==> src/rtl/serial_adder.sv <==
// Bit-serial adder: one full adder plus a registered carry, LSB first.
// Operands are loaded in parallel on start, added over WIDTH cycles, and the
// result is presented in parallel together with a one-cycle done pulse.

// One-bit full adder used as the serial datapath.
module fulladder (
    input  logic a,
    input  logic b,
    input  logic ci,
    output logic s,
    output logic co
);

    // Pure combinational sum and carry.
    always_comb begin
        s  = a ^ b ^ ci;
        co = (a & b) | (a & ci) | (b & ci);
    end

endmodule

// state | meaning
// ------+-----------------------------------------------------------
// IDLE  | waiting for start; operands captured on an accepted start
// ADD   | one result bit per cycle, WIDTH cycles in total
// DONE  | single cycle with done high and the result already valid
module serial_adder #(
    parameter int WIDTH = 8
) (
    input  logic             clk,
    input  logic             rst_n,
    input  logic             start,
    input  logic [WIDTH-1:0] a,
    input  logic [WIDTH-1:0] b,
    input  logic             cin,
    output logic             busy,
    output logic             done,
    output logic [WIDTH-1:0] sum,
    output logic             cout
);

    localparam int CW = $clog2(WIDTH + 1);
    localparam logic [CW-1:0] LAST = CW'(WIDTH - 1);

    typedef enum logic [1:0] {
        S_IDLE = 2'd0,
        S_ADD  = 2'd1,
        S_DONE = 2'd2
    } state_t;

    state_t           state;
    logic [WIDTH-1:0] a_sr;
    logic [WIDTH-1:0] b_sr;
    logic [WIDTH-1:0] psum;
    logic [WIDTH-1:0] psum_next;
    logic             carry;
    logic [CW-1:0]    cnt;
    logic             fa_s;
    logic             fa_co;

    fulladder u_fa (
        .a  (a_sr[0]),
        .b  (b_sr[0]),
        .ci (carry),
        .s  (fa_s),
        .co (fa_co)
    );

    // New sum bit enters at the MSB; the shift form also covers WIDTH = 1.
    always_comb begin
        psum_next = (psum >> 1) | (WIDTH'(fa_s) << (WIDTH - 1));
    end

    // Sequencer, datapath registers and registered busy/done decodes.
    always_ff @(posedge clk or negedge rst_n) begin
        if (!rst_n) begin
            state <= S_IDLE;
            a_sr  <= '0;
            b_sr  <= '0;
            psum  <= '0;
            carry <= 1'b0;
            cnt   <= '0;
            sum   <= '0;
            cout  <= 1'b0;
            busy  <= 1'b0;
            done  <= 1'b0;
        end else begin
            case (state)
                S_IDLE: begin
                    if (start) begin
                        a_sr  <= a;
                        b_sr  <= b;
                        carry <= cin;
                        cnt   <= '0;
                        state <= S_ADD;
                        busy  <= 1'b1;
                    end
                end
                S_ADD: begin
                    a_sr  <= a_sr >> 1;
                    b_sr  <= b_sr >> 1;
                    psum  <= psum_next;
                    carry <= fa_co;
                    cnt   <= cnt + CW'(1);
                    if (cnt == LAST) begin
                        sum   <= psum_next;
                        cout  <= fa_co;
                        state <= S_DONE;
                        busy  <= 1'b0;
                        done  <= 1'b1;
                    end
                end
                S_DONE: begin
                    state <= S_IDLE;
                    done  <= 1'b0;
                end
                default: begin
                    state <= S_IDLE;
                    busy  <= 1'b0;
                    done  <= 1'b0;
                end
            endcase
        end
    end

endmodule

==> config.mk <==
export PLATFORM = sky130hd
export DESIGN_NAME = serial_adder
export DESIGN_NICKNAME = d
export VERILOG_FILES = /design/src/rtl/serial_adder.sv
export SDC_FILE = /design/constraint.sdc
export NUM_CORES = 1
export LEC_CHECK = 0
export CORE_ASPECT_RATIO = 0.5
export CORE_MARGIN = 2
export CORE_UTILIZATION = 40
export CTS_BUF_LIST = sky130_fd_sc_hd__clkbuf_2
export DETAILED_ROUTE_END_ITERATION = 12
export GPL_TIMING_DRIVEN = 0
export HOLD_SLACK_MARGIN = 0.02
export PLACE_DENSITY = 0.62
export SLEW_MARGIN = 25
export SYNTH_ARGS = -nofsm -noshare
export SYNTH_HDL_FRONTEND = slang
export SYNTH_SLANG_ARGS = --single-unit
export TNS_END_PERCENT = 10
==> constraint.sdc <==
create_clock -name clk -period 2 [get_ports clk]
set_clock_uncertainty 0.1 [all_clocks]
set_input_delay 0.5 -clock clk [delete_from_list [all_inputs] [get_ports clk]]
set_output_delay 0.5 -clock clk [all_outputs]
set_load 0.02 [all_outputs]
## Yosys cells after proc, flatten, opt, wreduce, memory -nomap -nowiden

Cells that the tools add are included.

- Flip-flop bits (word level): 42
- Bits of input ports: 20
- Output and inout bits: 11
- Word-level logic and storage cells: 49

- Add/subtract/negate cells: 1
- Equal/unequal tests: 5
- Mux-type cells: 16
- Bitwise operators: 10
- Reduce and logical (&&, ||, !) cells: 7

Operator list:

| operator | number |
|---|---|
| $pmux 8 s2 | 2 |
| $mux 8 | 2 |
| $or 7x8->8 | 1 |
| $pmux 4 s2 | 1 |
| $reduce_and 2->1 | 4 |
| $add 4x1->4 const B | 1 |
| $eq 4x3->1 const B | 1 |
| $mux 1 | 4 |
| $mux 2 | 2 |
| $mux 4 | 1 |
| $ne 2x2->1 const B | 2 |
| $pmux 1 s2 | 2 |
| $pmux 2 s2 | 1 |
| $and 1x1->1 | 3 |
| $pmux 1 s3 | 1 |
| $reduce_and 3->1 | 1 |
| $eq 2x1->1 const B | 1 |
| $eq 2x2->1 const B | 1 |
| $logic_not 2->1 | 1 |
| $not 1->1 | 2 |
| $or 1x1->1 | 2 |
| $reduce_bool 2->1 | 1 |
| $xor 1x1->1 | 2 |

## Logic depth before layout (Yosys ltp)

Gate-level depths: netlist (run 1).

- Word-level depth: 4
- Mapped depth: 5
- Gate-level depth less buffers: 4

## By module

Synthesis (run 1) repeated with hierarchy kept, for this count alone.

- Cells, all modules: 145
- Area, all modules: 1,809.2 um^2

By module, submodules not included:

| module | times used | cells each | area an instance (um^2) | sequential area each (um^2) |
|---|---|---|---|---|
| serial_adder | 1 | 144 | 1,789.2 | 1,026.0 |
| fulladder | 1 | 1 | 20.0 | 0.0 |

## Worst setup path before layout (run 1)

No wires, ideal clock.

- Kind: reg-to-reg
- Start: register cnt[0]
- End: register cout
- Library setup time: 0.125 ns
- Arrival: 1.195 ns
- Required time: 1.775 ns
- Setup slack: 0.580 ns
- Stages on the path, launching flop included: 5
- Buffers on the path: 0
- Period minus slack after synthesis: 1.420 ns
- Cell sequence: dfrtp_1 -> ha_1 -> nand3b_4 -> nor2_8 -> mux2_2

- Word-level cells in the longest chain between the ends: 2

Ends and longest elaborated chain:

| what | line | text |
|---|---|---|
| from (decl) | 57 | `logic [CW-1:0] cnt;` |
| from (signal assigned) | 104 | `cnt <= cnt + CW'(1);` |
| $eq 4x3->1 | 105 | `if (cnt == LAST) begin` |
| $reduce_and 2->1 (no line) | n/a |  |
| to (signal assigned) | 107 | `cout <= fa_co;` |
| to (decl) | 39 | `output logic cout` |

No other way between the ends.
A chain may end at the register's enable or synchronous reset.

## Worst setup path after layout (run 1)

- Start: register busy
- End: output busy

RTL lines:

| what | line | text |
|---|---|---|
| from (decl) | 36 | `output logic busy,` |
| from (signal assigned) | 85 | `busy <= 1'b0;` |
| from (signal assigned) | 96 | `busy <= 1'b1;` |
| from (signal assigned) | 109 | `busy <= 1'b0;` |

No word-level cell between the ends.

==> impl_metrics.csv, run 1 <==
group,metric,value,unit
drt,top_layer_used,"met4",
finish,diodes,0,
clock_network,clk_latency,0.39,ns
die,rows,17,
yosys,synth_cell_type_count,25,
power_and_ir_drop,pwr_density_cell,1400,nW/um^2
finish,finish.utilization,0.515,
clock_network,clkTransAtPathRegs,0.21,ns
sta,rsz0062_at_grt,"no",
setup_path,worstPathArrival,1.15,ns
sta,max_freq,570,MHz
sta,setup_viol,0,
die,num_io_pins,31,
finish,design_area,2250,um^2
drt,drt_iter0_drc,29,
sta,fin_crit_sh,0.877,
yosys,syn-num-nets,172,
finish,finalNetCount,211,
yosys,ys_ff_latch,41,
clock_network,clock_tree.root_cell,"clkbuf_2",
die,start_util,0.413,
place,port_buffers,30,
yosys,synthesis.instances,150,
clock_network,cts_tree,"built",
drt,firstDrtPassIters,4,
place,hpwl,2400,um
finish,drive_gt1_frac,0.205,
grt,grt_max_degree,27,
grt,overflow,0,
sta,finalCriticalPeriod,1.75,ns
die,core,4360,um^2
power_and_ir_drop,p_leak,1.08,nW
setup_path,path_max_fanout,3,
sta,worst_pin_slew,0.612,ns
sta,drv_slew,0,
sta,relSlewSlack,0.592,
die,die_w,98.9,um
setup_path,critPathTopFamily,"flip-flops",
drt,met1_length,1820,um
place,place_congestion,0.773,
clock_network,htreeDepth,2,
yosys,ys_warn_count,0,
drt,wirelength,3500,um
clock_network,cts_buffers,5,
yosys,synthesis.area,1800,um^2
outcome,outcome,"finished clean",
setup_path,worst_setup_path_end_kind,"output port",
finish,syn2layout_area_growth,24.6,%
setup_path,critical_path.startpoint_type,"register",
drt,wl_per_cell,14.2,um
clock_network,clock-sinks,41,
sta,hold_viol,0,
setup_path,crit_slowest_cell,"dfrtp_1",
grt,grt_usage,0.154,
clock_network,cts_setup_buffers,0,
drt,drtAntennaViolNets,0,
grt,antenna_found_initial,0,
drt,met2_wirelength,1470,um
yosys,avgSynthCellArea,12.0,um^2
drt,vias_per_cell,5.04,
setup_path,worst-path-buf-inv,1,
die,die_y,51.5,um
drt,vias,1246,
yosys,ys_seq_area_frac,0.569,
power_and_ir_drop,vdd_drop_max,659,uV
setup_path,criticalPathCategory,"reg -> out",
die,die_area,5090,um^2
grt,grt_pass1_wl,5970,um
run,max_cap_viol_count,0,
setup_path,max_stage_delay,0.43,ns
grt,grt_pass1_vias,1189,
setup_path,crit_chain,"dlygate4sd2_1",
drt,drc,0,
drt,met3_length,156,um
clock_network,cts.path.max_buffers,2,
place,place_area,2200,um^2
setup_path,crit_required,1.40,ns
worst_hold_path,hold_path_class,"reg -> reg",
==> cells by family after synthesis <==
logic type      share of synthesized area
compound gates                      0.143
fa+ha+maj                          0.0180
buf+inv                            0.0403
flops                               0.569
mux                                 0.106
simple gates                        0.124
==> routing by layer <==
layer / vias up / track usage
met1: 614 / 0.213
met3: 7 / 0.0534
met5: - / 0
met2: 20 / 0.226
met4: 0 / 0.0548
li1: 605 / -
==> path summary, 6_finish.rpt <==
| kind | start | end | slack (ns) | depth (start not counted) |
|---|---|---|---|---|
| hold / removal | a_sr[2] | a_sr[2] | 0.41 | 2 |
| max in group asynchronous | rst_n | b_sr[5] | 0.78 | 3 |
| setup / recovery | busy | busy | 0.25 | 1 |
| hold reg to reg | a_sr[2] | a_sr[2] | 0.41 | 2 |
| setup reg to reg | cnt[0] | sum[2] | 0.46 | 4 |
| min in group asynchronous | rst_n | sum[5] | 0.52 | 2 |
==> timing repair <==
action                                 4_1_cts  5_1_grt
cloned                                       0        0
endpoints found under the hold margin       25        0
setup endpoints to repair                    7        4
gates resized for setup                      7        4
hold buffers                                 1        0
==> synthesized netlist by cell type (all sizes together) <==
master | instances | area share
a21oi | 9 | 0.025
o21ai | 19 | 0.053
o22ai | 1 | 0.0035
nand2b | 1 | 0.0076
nand2 | 20 | 0.042
inv | 2 | 0.0042
ha | 1 | 0.0069
nor2b | 4 | 0.018
nor2 | 3 | 0.015
o21bai | 1 | 0.0062
o311ai | 1 | 0.0049
dfrtp | 41 | 0.57
nand3b | 1 | 0.011
buf | 9 | 0.036
a22oi | 11 | 0.046
fa | 1 | 0.011
and3b | 5 | 0.024
nand3 | 2 | 0.0056
mux2 | 17 | 0.11
a22o | 1 | 0.0049
==> sequential cells by signal, indices dropped and copies added, names as in the netlist <==
register and count:
a_sr 8, b_sr 8, sum 8, psum 7
cnt 4, state 2, busy 1, carry 1
cout 1, done 1
==> layout make-up <==
type | instances | area, um^2
fill | 391 | 2110
sequential | 41 | 1030
multi-input combinational | 98 | 704
timing repair buffer | 32 | 334
tap | 57 | 71.3
buffer | 9 | 65.1
clock buffer | 5 | 25.0
clock inverter | 3 | 12.5
inverter | 2 | 7.51
==> worst reg2reg max path: stages (launching register included) <==
cell and delay, ns:
dfrtp_1 0.42, ha_1 0.25, nand3b_4 0.13, nor2_8 0.20, mux2_2 0.36
==> placed cells by master, fill, tap and decap left out, types with 2 or more instances in the layout <==
| cell type | instances |
|---|---|
| a21oi_1 | 9 |
| a22oi_1 | 11 |
| and3b_1 | 5 |
| buf_2 | 5 |
| buf_4 | 3 |
| buf_6 | 2 |
| clkbuf_2 | 5 |
| clkdlybuf4s50_1 | 18 |
| clkinv_1 | 2 |
| dfrtp_1 | 41 |
| dlygate4sd2_1 | 7 |
| dlymetal6s2s_1 | 4 |
| inv_1 | 2 |
| mux2_2 | 17 |
| nand2_1 | 20 |
| nand3_1 | 2 |
| nor2_1 | 2 |
| nor2b_1 | 3 |
| o21ai_0 | 10 |
| o21ai_1 | 9 |
==> through the flow <==
stage / std cells / hold slack (ns) / power, mW / TNS, ns / setup WS [ns]
global route: 247 / 0.443 / 3.40 / 0 / 0.175
floorplan: 150 / 0.104 / 2.40 / 0 / 0.580
CTS: 247 / 0.416 / 3.19 / 0 / 0.00100
detailed placement: 238 / 0.375 / 2.90 / 0 / 0.0407
finish: 247 / 0.415 / 3.15 / 0 / 0.247
global placement: 237 / 0.364 / 2.86 / -29.04 / -0.710
==> where the power goes <==
| group | internal, mW | switching [mW] |
|---|---|---|
| registers | 1.17 | 0.215 |
| clock network | 0.0767 | 0.268 |
| logic | 0.706 | 0.709 |
Power figures use the tool's default switching activity.
==> inputs of run 2 (changes only) <==
Settings changed: CORE_MARGIN 2 to default, PLACE_DENSITY 0.62 to 0.65.
Clock period 2 ns to 1.4 ns, I/O delays scaled along.
==> run 2 against run 1 <==
Effect of this change: die area down 5.8%; final area up 6.3%; cell count rose by 3.2%; register-to-register slack worse by 0.52 ns; sequential share of layout area decreased by 2.7 points; critical path type is now reg -> reg; global-route usage up 1.8 points; sequential power up 45%; non-clock buffer count increased by 10; count of clock-buffer cells in the layout unchanged; the run now ends with setup timing left; hold slack got worse by 0.073 ns.
==> impl_metrics.csv, run 2 (same netlist as run 1, synthesis figures left out) <==
group,metric,value,unit
sta,relSlewSlack,0.634,
setup_path,r2r-start,"cnt[1]",
setup_path,worstPathArrival,1.68,ns
place,place_inst,235,
die,die_w,96.9,um
finish,nFillCells,354,
drt,wl_per_cell,14.3,um
setup_path,crit_slowest_cell,"dfrtp_1",
drt,wirelength,3660,um
outcome,violations,"setup timing",
clock_network,cts_buffers,5,
finish,final_common_cell,"dfrtp_1",
worst_hold_path,hold_path_class,"in -> async",
clock_network,cts_tree,"built",
setup_path,critPathLaunch,"cnt[1]",
clock_network,clock-sinks,41,
sta,worst_pin_slew,0.548,ns
run,max_cap_viol_count,0,
power_and_ir_drop,vdd_drop_max,692,uV
finish,layoutNonFillerInstCount,255,
sta,max_freq,683,MHz
setup_path,max_stage_delay,0.45,ns
outcome,outcome,"finished, violations left",
finish,drive_gt1_frac,0.328,
finish,syn2layout_area_growth,32.4,%
setup_path,worst_r2r_path_depth,4,
sta,rsz0062_at_grt,"yes",
setup_path,path_max_fanout,5,
drt,firstDrtPassIters,4,
grt,grt_pass1_wl,6390,um
setup_path,r2r_slack,-0.06,ns
finish,reg_top3,"a_sr (8), b_sr (8), sum (8)",
place,place_congestion,0.705,
setup_path,crit_required,1.62,ns
power_and_ir_drop,finalPower,5.02,mW
die,start_util,0.439,
drt,vias,1301,
power_and_ir_drop,p_leak,1.13,nW
drt,drt_iter0_drc,76,
clock_network,cts.path.max_buffers,2,
clock_network,htreeDepth,2,
place,port_buffers,30,
sta,setup_viol,21,
drt,vias_per_cell,5.10,
finish,finalNetCount,222,
setup_path,critPathTopFamily,"flip-flops",
setup_path,critical_path.startpoint_type,"register",
grt,antenna_found_initial,0,
clock_network,clock_tree.root_cell,"clkbuf_2",
die,core,4100,um^2
setup_path,path_depth,4,
drt,drc,0,
sta,finalCriticalPeriod,1.46,ns
setup_path,crit_chain,"ha_4 -> nand3b_4 -> nor2_4 -> mux2_4",
sta,holdWs,0.342,ns
setup_path,worst_setup_path_end_kind,"register",
sta,tns,-0.585,ns
grt,overflow,0,
grt,grt_max_degree,23,
finish,final_cell_mix,"dfrtp_1, nand2_1, clkdlybuf4s50_1",
sta,hold_viol,0,
drt,drtAntennaViolNets,0,
place,hpwl,2350,um
place,place_ws,-0.430,ns
setup_path,criticalPathCategory,"reg -> reg",
sta,setup_ws,-0.0633,ns
setup_path,crit_path_end,"sum[7]",
power_and_ir_drop,pwr_density_cell,2100,nW/um^2
die,die_y,49.5,um
die,die_area,4800,um^2
die,num_io_pins,31,
finish,diodes,0,
setup_path,r2r_end,"sum[7]",
clock_network,clk_latency,0.39,ns
grt,grt_usage,0.173,
grt,grt_pass1_vias,1228,
die,rows,16,
sta,fin_crit_sh,1.05,
sta,drv_slew,0,
setup_path,worst-path-buf-inv,0,
clock_network,clkTransAtPathRegs,0.22,ns
run 2: changes by cell type in the layout (fill, tap and decap cells not counted), moves of 3 or more:
cell / before / now
buf_6: 2 / 6
dlygate4sd2_1: 7 / 0
buf_2: 5 / 11
dlymetal6s2s_1: 4 / 1
mux2_2: 17 / 4
buf_4: 3 / 12
mux2_4: 0 / 13
run 2: cell type report:
type	count	area (um^2)	area share
sequential	41	1030	0.430
multi-input combinational	99	788	0.330
timing repair buffer	42	374	0.157
buffer	9	81.3	0.0341
tap	54	67.6	0.0283
clock buffer	5	25.0	0.0105
clock inverter	3	17.5	0.00734
inverter	2	7.51	0.00314
run 2: report_power, final:
| part | internal, mW | switching [mW] |
|---|---|---|
| registers | 1.68 | 0.342 |
| logic | 1.36 | 1.13 |
| clock network | 0.118 | 0.394 |
| total | 3.15 | 1.86 |
run 2: per-stage QoR:
step,instance area (um^2),utilization
5_1_grt,2390,0.582
4_1_cts,2310,0.563
6_report,2390,0.582
3_3_place_gp,2180,0.532
3_5_place_dp,2210,0.538
2_1_floorplan,1820,-
run 2: layer usage:
metal  global-route usage  part of all wire  wire length [um]  up-vias
met3               0.0454             0.037               137        4
li1                     -                 -                 -      636
met1                0.243              0.51              1880      636
met5                    0                 0                 0        -
met4               0.0522            0.0093                34        0
met2                0.263              0.44              1610       25
run 2: worst min-delay path by stage:
stage	start	to	slack, ns	depth (start not counted)
finish	rst_n	sum[3]	0.34	2
global route	rst_n	sum[3]	0.35	2
CTS	rst_n	psum[4]	0.34	2
detailed placement	rst_n	a_sr[6]	0.27	1
global placement	b_sr[1]	b_sr[1]	0.36	2
floorplan	rst_n	a_sr[0]	-0.05	0
run 2: timing repair:
item                                    4_1_cts  5_1_grt
endpoints found under the setup margin       20       40
gates cloned                                  1        0
gates resized for setup                      52       21
hold buffers                                  1        0
pin swaps                                     3        3
hold endpoints to repair                     21        0
setup buffers                                 9        1
==> RTL change 1: new RTL, settings of run 2 <==
Encoding of `state_t`: now one-hot (3 bits for 3 states).
--- a/src/rtl/serial_adder.sv
+++ b/src/rtl/serial_adder.sv
@@ -44,6 +44,6 @@
 
-    typedef enum logic [1:0] {
-        S_IDLE = 2'd0,
-        S_ADD  = 2'd1,
-        S_DONE = 2'd2
+    typedef enum logic [2:0] {
+        S_IDLE = 3'b001,
+        S_ADD  = 3'b010,
+        S_DONE = 3'b100
     } state_t;
Behaviour: same outputs for any inputs over 10 cycles, from zero or initial values and one cycle with rst_n low; not proved beyond that.
==> RTL change 1 against run 2 <==
- the flow still finishes with violations (negative setup slack)
- sequential cell count up 1
- synthesized cell count up 14%
- routed wire length up 4.0%
- sequential share of layout area up 1.2 points
- area after synthesis down 0.76%
- count of clock-buffer cells in the layout unchanged
- sequential power down 6%
- first-iteration DRC count down 26%
- power down 27%
- worst setup slack worse by 0.25 ns
- cell area down 0.16%
- highest routed layer unchanged
==> RTL change 1: results (changes against run 2) <==
met1 Resource Use GR=24.2% (-0.13 points); highest net fanout along the worst path=8 (+3); setup TNS after final layout=-5.69 ns (-5.11 ns); proportion of layout cells with a drive suffix above 1=26.9% (-5.9 points); Setup-failing EPs final=51 (+140%); # resized after CTS=68 (+31%); internal cell power=2.32 mW (-26%); commonest cells in the netlist=nand2_1 (55), dfrtp_1 (41), nor2_1 (17); GR Util All Layers=18.1% (+0.83 points); Finished Cell Area=0.00238 mm² (-0.16%); arrival time of data at the critical path endpoint=1.93 ns (+0.25 ns); WL per Instance=13.7 µm (-4.3%); maximum number of pins on one net before global-route repair=31 (+35%); met3 routing resource usage after global routing=5.14% (+0.60 points); Final #Nets=244 (+9.9%); switching power share of the total=36.5% (-0.67 points); family of cells with the greatest summed delay on the critical path=simple AND/OR/NAND/NOR gates; clock share of power=14.0% (+3.8 points); proportion of synthesized area in mux cells=6.22% (-4.4 points); sequential area share after synthesis=58.8% (+1.9 points); HPWL reported at the end of detailed placement=2.39 mm (+1.5%); cell types occupying the most area after synthesis=dfrtp_1 (57%), nand2_1 (12%), mux2_2 (5.7%), a31oi_1 (5.2%), nor2_1 (3.6%); cells on worst reg2reg path=3 (-1); beginning of the worst register-to-register path=state[2]; met2 Usage GRT=28.3% (+2.0 points); Cells after Synth=171 (+14%); transition time at the pin with the least slew margin=0.345 ns (-0.204 ns); violations in the final reports=negative setup slack; adder and majority cell fraction of the synthesized area=1.82% (+0.014 points); number of filler instances in the final layout=369 (+4.2%); first-pass GRT wire length=6.48 mm (+1.4%); combinational-cell power consumption=1.25 mW (-50%); setup slack after layout=-0.309 ns (-0.246 ns); Worst path slowest cell=dfrtp_2; registers with the highest flip-flop counts=a_sr (8), b_sr (8), sum (8); status=finished with violations; worst hold slack across all endpoints=0.240 ns (-0.101 ns); pre-CTS setup slack=-0.599 ns (-0.169 ns); number of nets in the synthesized netlist=193 (+12%); Reg-to-Reg End=sum[0]; met2 routed wirelength=1.77 mm (+10%); Setup Fix Bufs, Post-CTS=12 (+3); complex-gate fraction of the synthesized area=7.97% (-6.3 points); Leak=1.17 nW (+3.9%); Starting DRT DRC Count=56 (-26%); delay of the slowest cell on the worst path=0.48 ns (+0.03 ns); count of distinct cell types in the synthesized netlist=29 (+16%); Max rail drop VDD=0.699 mV (+0.99%); Post-Place Cell Area=0.00217 mm² (-1.5%); met3 wire length=145 µm (+5.8%); DRT Wirelength=3.80 mm (+4.0%); total instance count after detailed placement=256 (+8.9%); detail-routed via count per cell=5.09 (-0.30%)
RTL change 1: cell types whose count changed after synthesis, moves of 5 or more:
cell | before | now
a21oi_1 | 9 | 0
a22oi_1 | 11 | 0
a31oi_1 | 0 | 15
and3b_1 | 5 | 0
clkbuf_1 | 0 | 5
mux2_2 | 17 | 9
nand2_1 | 20 | 55
nor2_1 | 2 | 17
o21ai_0 | 10 | 0
o21ai_1 | 9 | 1
RTL change 1: area by class of cell:
cell class                 instances  area share, %
sequential                        42           44.2
timing repair buffer              44           17.0
multi-input combinational        121           32.0
tap                               54           2.83
clock inverter                     3          0.682
buffer                             8           2.31
clock buffer                       5           1.05
RTL change 1: worst reg2reg max path, delay by kind of cell (launching register included):
| kind | cells | cell delay (ns) |
|---|---|---|
| AND/OR/NAND/NOR | 2 | 0.73 |
| flip-flops | 1 | 0.48 |
| multiplexers | 1 | 0.32 |
==> RTL change 2: new RTL, config.mk and constraints of run 2 <==
Without the edit above. Change the parameter `WIDTH` from 8 to 32.
--- a/src/rtl/serial_adder.sv
+++ b/src/rtl/serial_adder.sv
@@ -27,3 +27,3 @@
 module serial_adder #(
-    parameter int WIDTH = 8
+    parameter int WIDTH = 32
 ) (
Ports: changed (resized a, b and sum); port bits go from 31 to 103. No check against the original RTL was run, so the function may have changed too.
==> RTL change 2 against run 2 <==
- sequential cell count increased by 98
- non-clock buffer count increased by 113
- highest routed layer unchanged
- largest cell class unchanged
- global-route usage increased by 2.8 points
- critical endpoint is now sum[25]
- the run still ends with negative setup slack left
- combinational power increased to 2.5 times the old value
- sequential power increased to 3.5 times the old value
- power increased to 3.1 times the old value
- cell area increased to 3.3 times the old value
- critical path type unchanged
- critical path depth increased by 2
- routed wire length increased to 3.9 times the old value
- area after synthesis increased to 3.2 times the old value
- worst setup slack got worse by 0.32 ns
==> RTL change 2: results (changes against run 2) <==
status=finished with violations; clock latency at the later pin of the worst-skew pair=0.66 ns (+0.27 ns); highest net fanout along the worst path=10 (+5); Leak=3.62 nW (+220%); proportion of layout cells with a drive suffix above 1=27.5% (-5.4 points); Post-Place Cell Area=0.00707 mm² (+220%); count of distinct cell types in the synthesized netlist=32 (+28%); transition time at the pin with the least slew margin=0.464 ns (-0.0846 ns); met3 routing resource usage after global routing=3.77% (-0.77 points); setup TNS after final layout=-22.54 ns (-21.96 ns); total instance count after detailed placement=838 (+260%); via count of the first global-routing pass=4512 (+270%); met2 Usage GRT=29.7% (+3.4 points); placer's final routability congestion estimate=0.781 (+11%); number of nets in the synthesized netlist=613 (+260%); detail-routed via count per cell=5.33 (+4.5%); Starting DRT DRC Count=398 (+420%); Max rail drop VDD=0.659 mV (-4.8%); violations in the final reports=negative setup slack; Initial DRT Pass Iterations=5 (+1); first-pass GRT wire length=23.2 mm (+260%); Clock H-tree levels=4 (+2); setup slack after layout=-0.382 ns (-0.318 ns); Setup-failing EPs final=101 (+380%); port buffer count=102 (+240%); registers with the highest flip-flop counts=a_sr (32), b_sr (32), sum (32); DRT Wirelength=14.2 mm (+290%); sequential area share after synthesis=60.2% (+3.3 points); commonest cells in the netlist=dfrtp_1 (139), nand2_1 (116), o22ai_1 (90); WL per Instance=16.0 µm (+11%); number of buffers created by CTS=17 (+12); pre-CTS setup slack=-0.972 ns (-0.542 ns); GR Util All Layers=20.0% (+2.8 points); cell types occupying the most area after synthesis=dfrtp_1 (60%), o22ai_1 (9.7%), nand2_1 (7.5%), mux2_2 (6.2%), a21oi_1 (4.2%); delay of the slowest cell on the worst path=0.41 ns (-0.04 ns); Final #Nets=752 (+240%); arrival time of data at the critical path endpoint=2.23 ns (+0.55 ns)
RTL change 2: power breakdown:
part | internal (mW) | switching, mW | total [mW] | leakage (nW)
combinational | 3.22 | 3.01 | 6.23 | 1.74
clock | 0.827 | 1.53 | 2.36 | 0.134
sequential | 5.78 | 1.37 | 7.16 | 1.74
total | 9.83 | 5.91 | 15.7 | 3.62
RTL change 2: worst paths after layout:
kind,start,end,slack [ns],depth (start not counted)
max in group asynchronous,rst_n,state[1],0.35,3
max reg2reg,cnt[0],sum[25],-0.38,6
min,rst_n,b_sr[28],0.04,2
min reg2reg,cnt[3],cnt[3],0.40,1
min in group clk,a[4],a_sr[4],0.17,3
max,cnt[0],sum[25],-0.38,6
RTL change 2: metal layers:
metal  part of all wire [%]  vias up
li1                       -     2238
met1                     49     2364
met2                     45      115
met3                    4.1       12
met4                    1.1        0
met5                      0        -
RTL change 2: logic make-up (layout without fill, tap and decap cells):
group           Yosys count  count (layout)  synth area share (%)
fa+ha+maj                 2               2                 0.563
compound gates          186             186                  19.1
flops                   139             139                  60.2
buf+inv                  48             200                  3.75
simple gates            132             132                  9.48
mux                      36              36                  6.95
RTL change 2: worst max-delay path: cells and delay by family, from the launching register on:
kind | cells | cell delay [ns]
AND/OR/NAND/NOR | 2 | 0.34
multiplexers | 1 | 0.30
adder cells (fa/ha/maj) | 1 | 0.20
buffers and inverters | 2 | 0.30
flip-flops | 1 | 0.41
RTL change 2: layout make-up:
type / count / area [µm²] / share of cell area, %
multi-input combinational: 356 / 2360 / 29.8
timing repair buffer: 121 / 1170 / 14.7
tap: 192 / 240 / 3.03
buffer: 43 / 427 / 5.38
sequential: 139 / 3480 / 43.9
clock buffer: 18 / 90.1 / 1.14
inverter: 4 / 17.5 / 0.221
clock inverter: 14 / 148 / 1.86
RTL change 2: repair_timing:
item	in CTS	in global routing
endpoints found under the hold margin	139	40
setup buffers	14	3
resized for setup	279	80
endpoints found under the setup margin	174	168
pin swaps	1	23
